File: src/rtl/i2c_slave_regfile.sv
// I2C slave exposing a NUM_REGS x 8-bit register file with pointer auto-increment,
// repeated START, read-back, a write-commit strobe and a host-side access port.
module i2c_slave_regfile #(
  parameter logic [6:0]  SLAVE_ADDR  = 7'h42,
  parameter int unsigned NUM_REGS    = 16,
  parameter int unsigned SYNC_STAGES = 2
) (
  input  logic                        clk,
  input  logic                        rst_n,
  input  logic                        scl_i,
  input  logic                        sda_i,
  output logic                        scl_o,
  output logic                        sda_o,
  input  logic                        host_we,
  input  logic [$clog2(NUM_REGS)-1:0] host_addr,
  input  logic [7:0]                  host_wdata,
  output logic [7:0]                  host_rdata,
  output logic                        wr_strobe,
  output logic [$clog2(NUM_REGS)-1:0] wr_addr,
  output logic [7:0]                  wr_data,
  output logic                        busy
);
  localparam int unsigned AW = $clog2(NUM_REGS);

  typedef enum logic [3:0] {
    IDLE, ADDR, ADDR_ACK, PTR, PTR_ACK, WDATA, WDATA_ACK, RDATA, RDATA_ACK, IGNORE
  } state_t;

  logic [SYNC_STAGES-1:0] scl_sync_q, sda_sync_q;
  logic                   scl_prev_q, sda_prev_q;
  logic                   scl_s, sda_s, scl_rise, scl_fall, start_det, stop_det;

  state_t        state_q, state_d;
  logic [3:0]    bit_cnt_q, bit_cnt_d;
  logic [7:0]    sr_q, sr_d;
  logic [AW-1:0] ptr_q, ptr_d, ptr_inc;
  logic          rw_q, rw_d;
  logic          sda_q, sda_d;
  logic          busy_q, busy_d;
  logic          wr_strobe_q, wr_strobe_d;
  logic [AW-1:0] wr_addr_q, wr_addr_d;
  logic [7:0]    wr_data_q, wr_data_d;
  logic [7:0]    regs_q [NUM_REGS];
  logic [7:0]    regs_d [NUM_REGS];
  logic [7:0]    rx_byte, rd_byte;

  assign scl_s     = scl_sync_q[SYNC_STAGES-1];
  assign sda_s     = sda_sync_q[SYNC_STAGES-1];
  assign scl_rise  = scl_s & ~scl_prev_q;
  assign scl_fall  = ~scl_s & scl_prev_q;
  assign start_det = scl_s & scl_prev_q & sda_prev_q & ~sda_s;
  assign stop_det  = scl_s & scl_prev_q & ~sda_prev_q & sda_s;

  assign rx_byte = {sr_q[6:0], sda_s};
  assign rd_byte = regs_q[ptr_q];
  assign ptr_inc = (ptr_q == AW'(NUM_REGS - 1)) ? '0 : ptr_q + AW'(1);

  assign scl_o      = 1'b1;
  assign sda_o      = sda_q;
  assign busy       = busy_q;
  assign wr_strobe  = wr_strobe_q;
  assign wr_addr    = wr_addr_q;
  assign wr_data    = wr_data_q;
  assign host_rdata = regs_q[host_addr];

  always_comb begin
    state_d     = state_q;
    bit_cnt_d   = bit_cnt_q;
    sr_d        = sr_q;
    ptr_d       = ptr_q;
    rw_d        = rw_q;
    sda_d       = sda_q;
    busy_d      = busy_q;
    wr_strobe_d = 1'b0;
    wr_addr_d   = wr_addr_q;
    wr_data_d   = wr_data_q;
    if (start_det) begin
      state_d   = ADDR;
      bit_cnt_d = '0;
      sda_d     = 1'b1;
    end else if (stop_det) begin
      state_d = IDLE;
      sda_d   = 1'b1;
      busy_d  = 1'b0;
    end else begin
      case (state_q)
        ADDR, PTR, WDATA: if (scl_rise) begin
          sr_d      = rx_byte;
          bit_cnt_d = bit_cnt_q + 4'd1;
          if (bit_cnt_q == 4'd7) begin
            bit_cnt_d = '0;
            if (state_q == ADDR) begin
              if (rx_byte[7:1] == SLAVE_ADDR) begin
                state_d = ADDR_ACK;
                busy_d  = 1'b1;
                rw_d    = rx_byte[0];
              end else begin
                state_d = IGNORE;
                busy_d  = 1'b0;
              end
            end else if (state_q == PTR) begin
              if (32'(rx_byte) < NUM_REGS) begin
                ptr_d   = rx_byte[AW-1:0];
                state_d = PTR_ACK;
              end else begin
                state_d = IGNORE;
              end
            end else begin
              wr_strobe_d = 1'b1;
              wr_addr_d   = ptr_q;
              wr_data_d   = rx_byte;
              ptr_d       = ptr_inc;
              state_d     = WDATA_ACK;
            end
          end
        end
        // bit_cnt 0: fall ending bit 8 starts the ACK; bit_cnt 1: fall ending the ACK clock
        ADDR_ACK, PTR_ACK, WDATA_ACK: if (scl_fall) begin
          if (bit_cnt_q == 4'd0) begin
            sda_d     = 1'b0;
            bit_cnt_d = 4'd1;
          end else if (state_q == ADDR_ACK && rw_q) begin
            sda_d     = rd_byte[7];
            sr_d      = {rd_byte[6:0], 1'b0};
            bit_cnt_d = 4'd1;
            state_d   = RDATA;
          end else begin
            sda_d     = 1'b1;
            bit_cnt_d = '0;
            state_d   = (state_q == ADDR_ACK) ? PTR : WDATA;
          end
        end
        RDATA: if (scl_fall) begin
          if (bit_cnt_q == 4'd8) begin
            sda_d     = 1'b1;
            bit_cnt_d = '0;
            state_d   = RDATA_ACK;
          end else begin
            sda_d     = sr_q[7];
            sr_d      = {sr_q[6:0], 1'b0};
            bit_cnt_d = bit_cnt_q + 4'd1;
          end
        end
        // ptr advances at the ACK sample so the following fall loads the next register
        RDATA_ACK: begin
          if (scl_rise) begin
            if (!sda_s) begin
              ptr_d     = ptr_inc;
              bit_cnt_d = 4'd1;
            end else begin
              state_d = IGNORE;
            end
          end else if (scl_fall && bit_cnt_q == 4'd1) begin
            sda_d     = rd_byte[7];
            sr_d      = {rd_byte[6:0], 1'b0};
            bit_cnt_d = 4'd1;
            state_d   = RDATA;
          end
        end
        default: ;
      endcase
    end
  end

  always_comb begin
    regs_d = regs_q;
    if (wr_strobe_d) regs_d[ptr_q] = rx_byte;
    if (host_we) regs_d[host_addr] = host_wdata;
  end

  always_ff @(posedge clk or negedge rst_n) begin
    if (!rst_n) begin
      scl_sync_q  <= '1;
      sda_sync_q  <= '1;
      scl_prev_q  <= 1'b1;
      sda_prev_q  <= 1'b1;
      state_q     <= IDLE;
      bit_cnt_q   <= '0;
      sr_q        <= '0;
      ptr_q       <= '0;
      rw_q        <= 1'b0;
      sda_q       <= 1'b1;
      busy_q      <= 1'b0;
      wr_strobe_q <= 1'b0;
      wr_addr_q   <= '0;
      wr_data_q   <= '0;
      for (int unsigned i = 0; i < NUM_REGS; i++) regs_q[i] <= '0;
    end else begin
      scl_sync_q  <= {scl_sync_q[SYNC_STAGES-2:0], scl_i};
      sda_sync_q  <= {sda_sync_q[SYNC_STAGES-2:0], sda_i};
      scl_prev_q  <= scl_s;
      sda_prev_q  <= sda_s;
      state_q     <= state_d;
      bit_cnt_q   <= bit_cnt_d;
      sr_q        <= sr_d;
      ptr_q       <= ptr_d;
      rw_q        <= rw_d;
      sda_q       <= sda_d;
      busy_q      <= busy_d;
      wr_strobe_q <= wr_strobe_d;
      wr_addr_q   <= wr_addr_d;
      wr_data_q   <= wr_data_d;
      regs_q      <= regs_d;
    end
  end
endmodule

File: config.mk
export PLATFORM = sky130hd
export DESIGN_NAME = i2c_slave_regfile
export DESIGN_NICKNAME = d
export VERILOG_FILES = /design/src/rtl/i2c_slave_regfile.sv
export SDC_FILE = /design/constraint.sdc
export NUM_CORES = 1
export LEC_CHECK = 0
export ABC_CLOCK_PERIOD_IN_PS = 5500
export CORE_MARGIN = 4
export CORE_UTILIZATION = 40
export DETAILED_ROUTE_END_ITERATION = 10
export GPL_TIMING_DRIVEN = 0
export HOLD_SLACK_MARGIN = 0.08
export PLACE_DENSITY_LB_ADDON = 0.3
export REMOVE_ABC_BUFFERS = 1
export SYNTH_ARGS = -nofsm -noshare
export SYNTH_HDL_FRONTEND = slang
export SYNTH_SLANG_ARGS = --single-unit
export TNS_END_PERCENT = 50
File: constraint.sdc
create_clock -name clk -period 5.5 [get_ports clk]
set_input_delay 0.825 -clock clk [delete_from_list [all_inputs] [get_ports clk]]
set_output_delay 0.825 -clock clk [all_outputs]
set_load 0.005 [all_outputs]
==> results.sh <==
export IMPL_status="completed"
export IMPL_dp_cells=1248
export IMPL_pwr_share_seq_pct=41.1
export IMPL_whs_path_depth=0
export IMPL_cts_resized=0
export IMPL_num_rows=59
export IMPL_synth_seq_area_share_pct=40.0
export IMPL_syn2layout_area_growth_pct=9.54
export IMPL_critical_path_arrival_ns=3.24
export IMPL_finalCritPeriodShare_pct=73.9
export IMPL_p_sw_mw=1.99
export IMPL_initial_utilization_pct=40.8
export IMPL_p_leak_nw=4.25
export IMPL_hp_start="sda_sync_q[0]"
export IMPL_synth_edf_count=0
export IMPL_power_frac_clock_pct=22.6
export IMPL_dieArea_um2=29300
export IMPL_rrSetupSlack_ns=2.51
export IMPL_ys_async_sr_fraction_pct=100
export IMPL_fin_area_um2=11700
export IMPL_final_core_util_pct=44.6
export IMPL_cts_root_buf="clkbuf_16"
export IMPL_whs_ns=0.356
export IMPL_yosysWarnings=0
export IMPL_grt_pass1_vias=7321
export IMPL_grt_pass1_wl_um=46100
export IMPL_avgViaCountPerCell=5.98
export IMPL_whs_endpoint="sda_sync_q[1]"
export IMPL_cts_path_max_buffers=2
export IMPL_placedInstanceArea_um2=11100
export IMPL_clkSinkCount=170
export IMPL_critPathLaunchType="input pin"
export IMPL_cp_max_fo=28
export IMPL_clk_pin_slew_worst_paths_ns=0.07
export IMPL_layout_setup_ws_ns=1.44
export IMPL_max_vdd_ir_drop_v=0.000224
export IMPL_multi_input_area_um2=5870
export IMPL_vias=7647
export IMPL_ys_types=64
export IMPL_drtAntennaViolNets=0
export IMPL_final_nets=956
export IMPL_syn_inst=971
export IMPL_post_cts_setup_buffers=0
export IMPL_min_path_type="reg2reg"
export IMPL_worstMarginPinSlew_ns=1.18
export IMPL_grt_ovfl_total=0
export IMPL_total_power_mw=5.18
export IMPL_finalSetupViolCount=0
export IMPL_cp_end_kind="output pin"
export IMPL_rsz0062_at_grt="false"
export IMPL_powerDensity_nw_per_um2=444
export IMPL_core_area_um2=26100
export IMPL_pre_cts_ws_ns=1.42
export IMPL_die_y_um=171
export IMPL_grt_antenna_before_repair=0
export IMPL_fill_cells=2438
export IMPL_numCtsBuffers=17
export IMPL_r2r_end="ptr_q[3]"
export IMPL_path_class="in2out"
export IMPL_r2r_cells=5
export IMPL_first_pass_iters=6
export IMPL_finalWirelength_um=29600
export IMPL_r2r_start="state_q[0]"
export IMPL_max_freq_mhz=246
export IMPL_wl_per_cell_um=23.1
export IMPL_clock_latency_ns=0.44
export IMPL_cts_htree_levels=4
export IMPL_drive_above_1_share_pct=16.4
export IMPL_grt_max_degree=90
export IMPL_finalSetupTns_ns=0
export IMPL_required_ns=4.68
export IMPL_ff_latch_area_um2=4270
export IMPL_drcViolationCount=0
export IMPL_ys_ff_latch=170
export IMPL_diodes=0
export IMPL_drv_cap=0
export IMPL_p_int_mw=3.19
export IMPL_netlist_area_um2=10700
export IMPL_fin_crit_ns=4.06
export IMPL_skew_ns=0.0170
export IMPL_routabilityCongestion=0.872
export IMPL_combPwrFrac_pct=36.2
export IMPL_synth_flop_cell="dfrtp_1"
export IMPL_hpwl_um=19400
export IMPL_cts_hold_buffers=0
export IMPL_io_buffer_count=39
export IMPL_p_sw_share_pct=38.3
export IMPL_drv_slew=0
export IMPL_grt_usage_pct=20.6
export IMPL_avgSynthCellArea_um2=11.0
export IMPL_drt_iter0_drc=1076
export IMPL_final_cells=1279
export IMPL_finalHoldViolCount=0
export IMPL_cts_tree="yes"
export IMPL_die_width_um=171
export IMPL_slew_headroom_pct=21.2
export IMPL_ios=41
==> registers in the layout (all words and copies together) (netlist names), 2 cells and up <==
signal,count
sr_q,8
state_q,4
sda_sync_q,2
ptr_q,4
wr_addr,4
wr_data,8
bit_cnt_q,4
scl_sync_q,2
regs_q,128
==> critical path, stage by stage <==
cell and delay (ns):
buf_2 0.47, buf_12 0.30, mux4_2 0.59, mux4_2 0.51
clkdlybuf4s50_1 0.50
==> metal layers <==
metal / share of wire (%) / vias to the layer above / global-route usage, %
li1: - / 3482 / -
met1: 46 / 3836 / 31.1
met2: 47 / 292 / 31.9
met3: 5.7 / 37 / 3.38
met4: 1.6 / 0 / 4.31
met5: 0 / - / 0
==> cell usage after synthesis, types with 3 or more instances <==
master | number | area, um^2
mux2_2 | 24 | 270
o211ai_1 | 6 | 45.0
nand4b_1 | 3 | 26.3
mux4_2 | 65 | 1460
nor2b_1 | 9 | 56.3
dfrtp_1 | 163 | 4080
nand2_1 | 78 | 293
a211oi_1 | 4 | 30.0
or3_1 | 5 | 31.3
nand2b_1 | 6 | 37.5
a21oi_1 | 90 | 450
mux2_4 | 5 | 75.1
mux4_1 | 15 | 394
buf_2 | 12 | 60.1
nand3_1 | 7 | 35.0
nor3b_1 | 6 | 45.0
ha_1 | 7 | 87.6
and3_1 | 18 | 113
nor2_1 | 97 | 364
buf_4 | 18 | 135
mux2i_1 | 135 | 1350
o21ai_0 | 38 | 190
a31oi_1 | 3 | 18.8
inv_1 | 9 | 33.8
dfstp_2 | 7 | 184
o21ai_1 | 24 | 120
buf_1 | 18 | 67.6
clkbuf_1 | 52 | 195
o22ai_1 | 3 | 18.8
==> cells in the final DEF, fill, tap and decap left out, types with 24 or more instances in the layout <==
cell type / n
a21oi_1: 90
clkdlybuf4s50_1: 36
nor2_1: 97
mux2i_1: 135
o21ai_0: 38
mux2_2: 24
nand2_1: 78
dfrtp_1: 161
o21ai_1: 24
mux4_2: 65
==> final cells by class <==
| class | instances | area share (%) |
|---|---|---|
| multi-input combinational | 688 | 50.3 |
| sequential | 170 | 36.6 |
| timing repair buffer | 46 | 4.48 |
| clock buffer | 17 | 3.65 |
| tap | 335 | 3.59 |
| clock inverter | 14 | 1.08 |
| inverter | 9 | 0.290 |
==> power by group through the flow <==
stage / sequential [mW] / combinational, mW / clock, mW
floorplan: 1.92 / 1.35 / 0
finish: 2.13 / 1.88 / 1.17
detailed placement: 2.14 / 1.84 / 0
CTS: 2.12 / 1.85 / 1.19
global placement: 2.17 / 1.78 / 0
global route: 2.20 / 2.01 / 1.26
==> kinds of logic after synthesis <==
group,share of synthesized area (%)
other,0.0352
xor gates and xnor gates,0.0823
adders and majority gates,0.822
muxes,33.4
AOI/OAI and AO/OA,9.62
and+or+nand+nor,10.9
DFF,40.0
buffers and inverters,5.15
==> how the worst max path moves through the flow <==
| stage | startpoint | slack, ns | cells past startpoint | endpoint |
|---|---|---|---|---|
| 2_1_floorplan | ptr_q[0] | 2.46 | 4 | sr_q[2] |
| 3_3_place_gp | rst_n | -3.88 | 1 | regs_q[14] |
| 3_5_place_dp | host_addr[0] | 1.42 | 5 | host_rdata[2] |
| 4_1_cts | host_addr[0] | 1.42 | 5 | host_rdata[3] |
| 5_1_grt | host_addr[0] | 1.33 | 5 | host_rdata[2] |
| 6_report | host_addr[0] | 1.44 | 5 | host_rdata[3] |
Power figures use the tool's default switching activity.
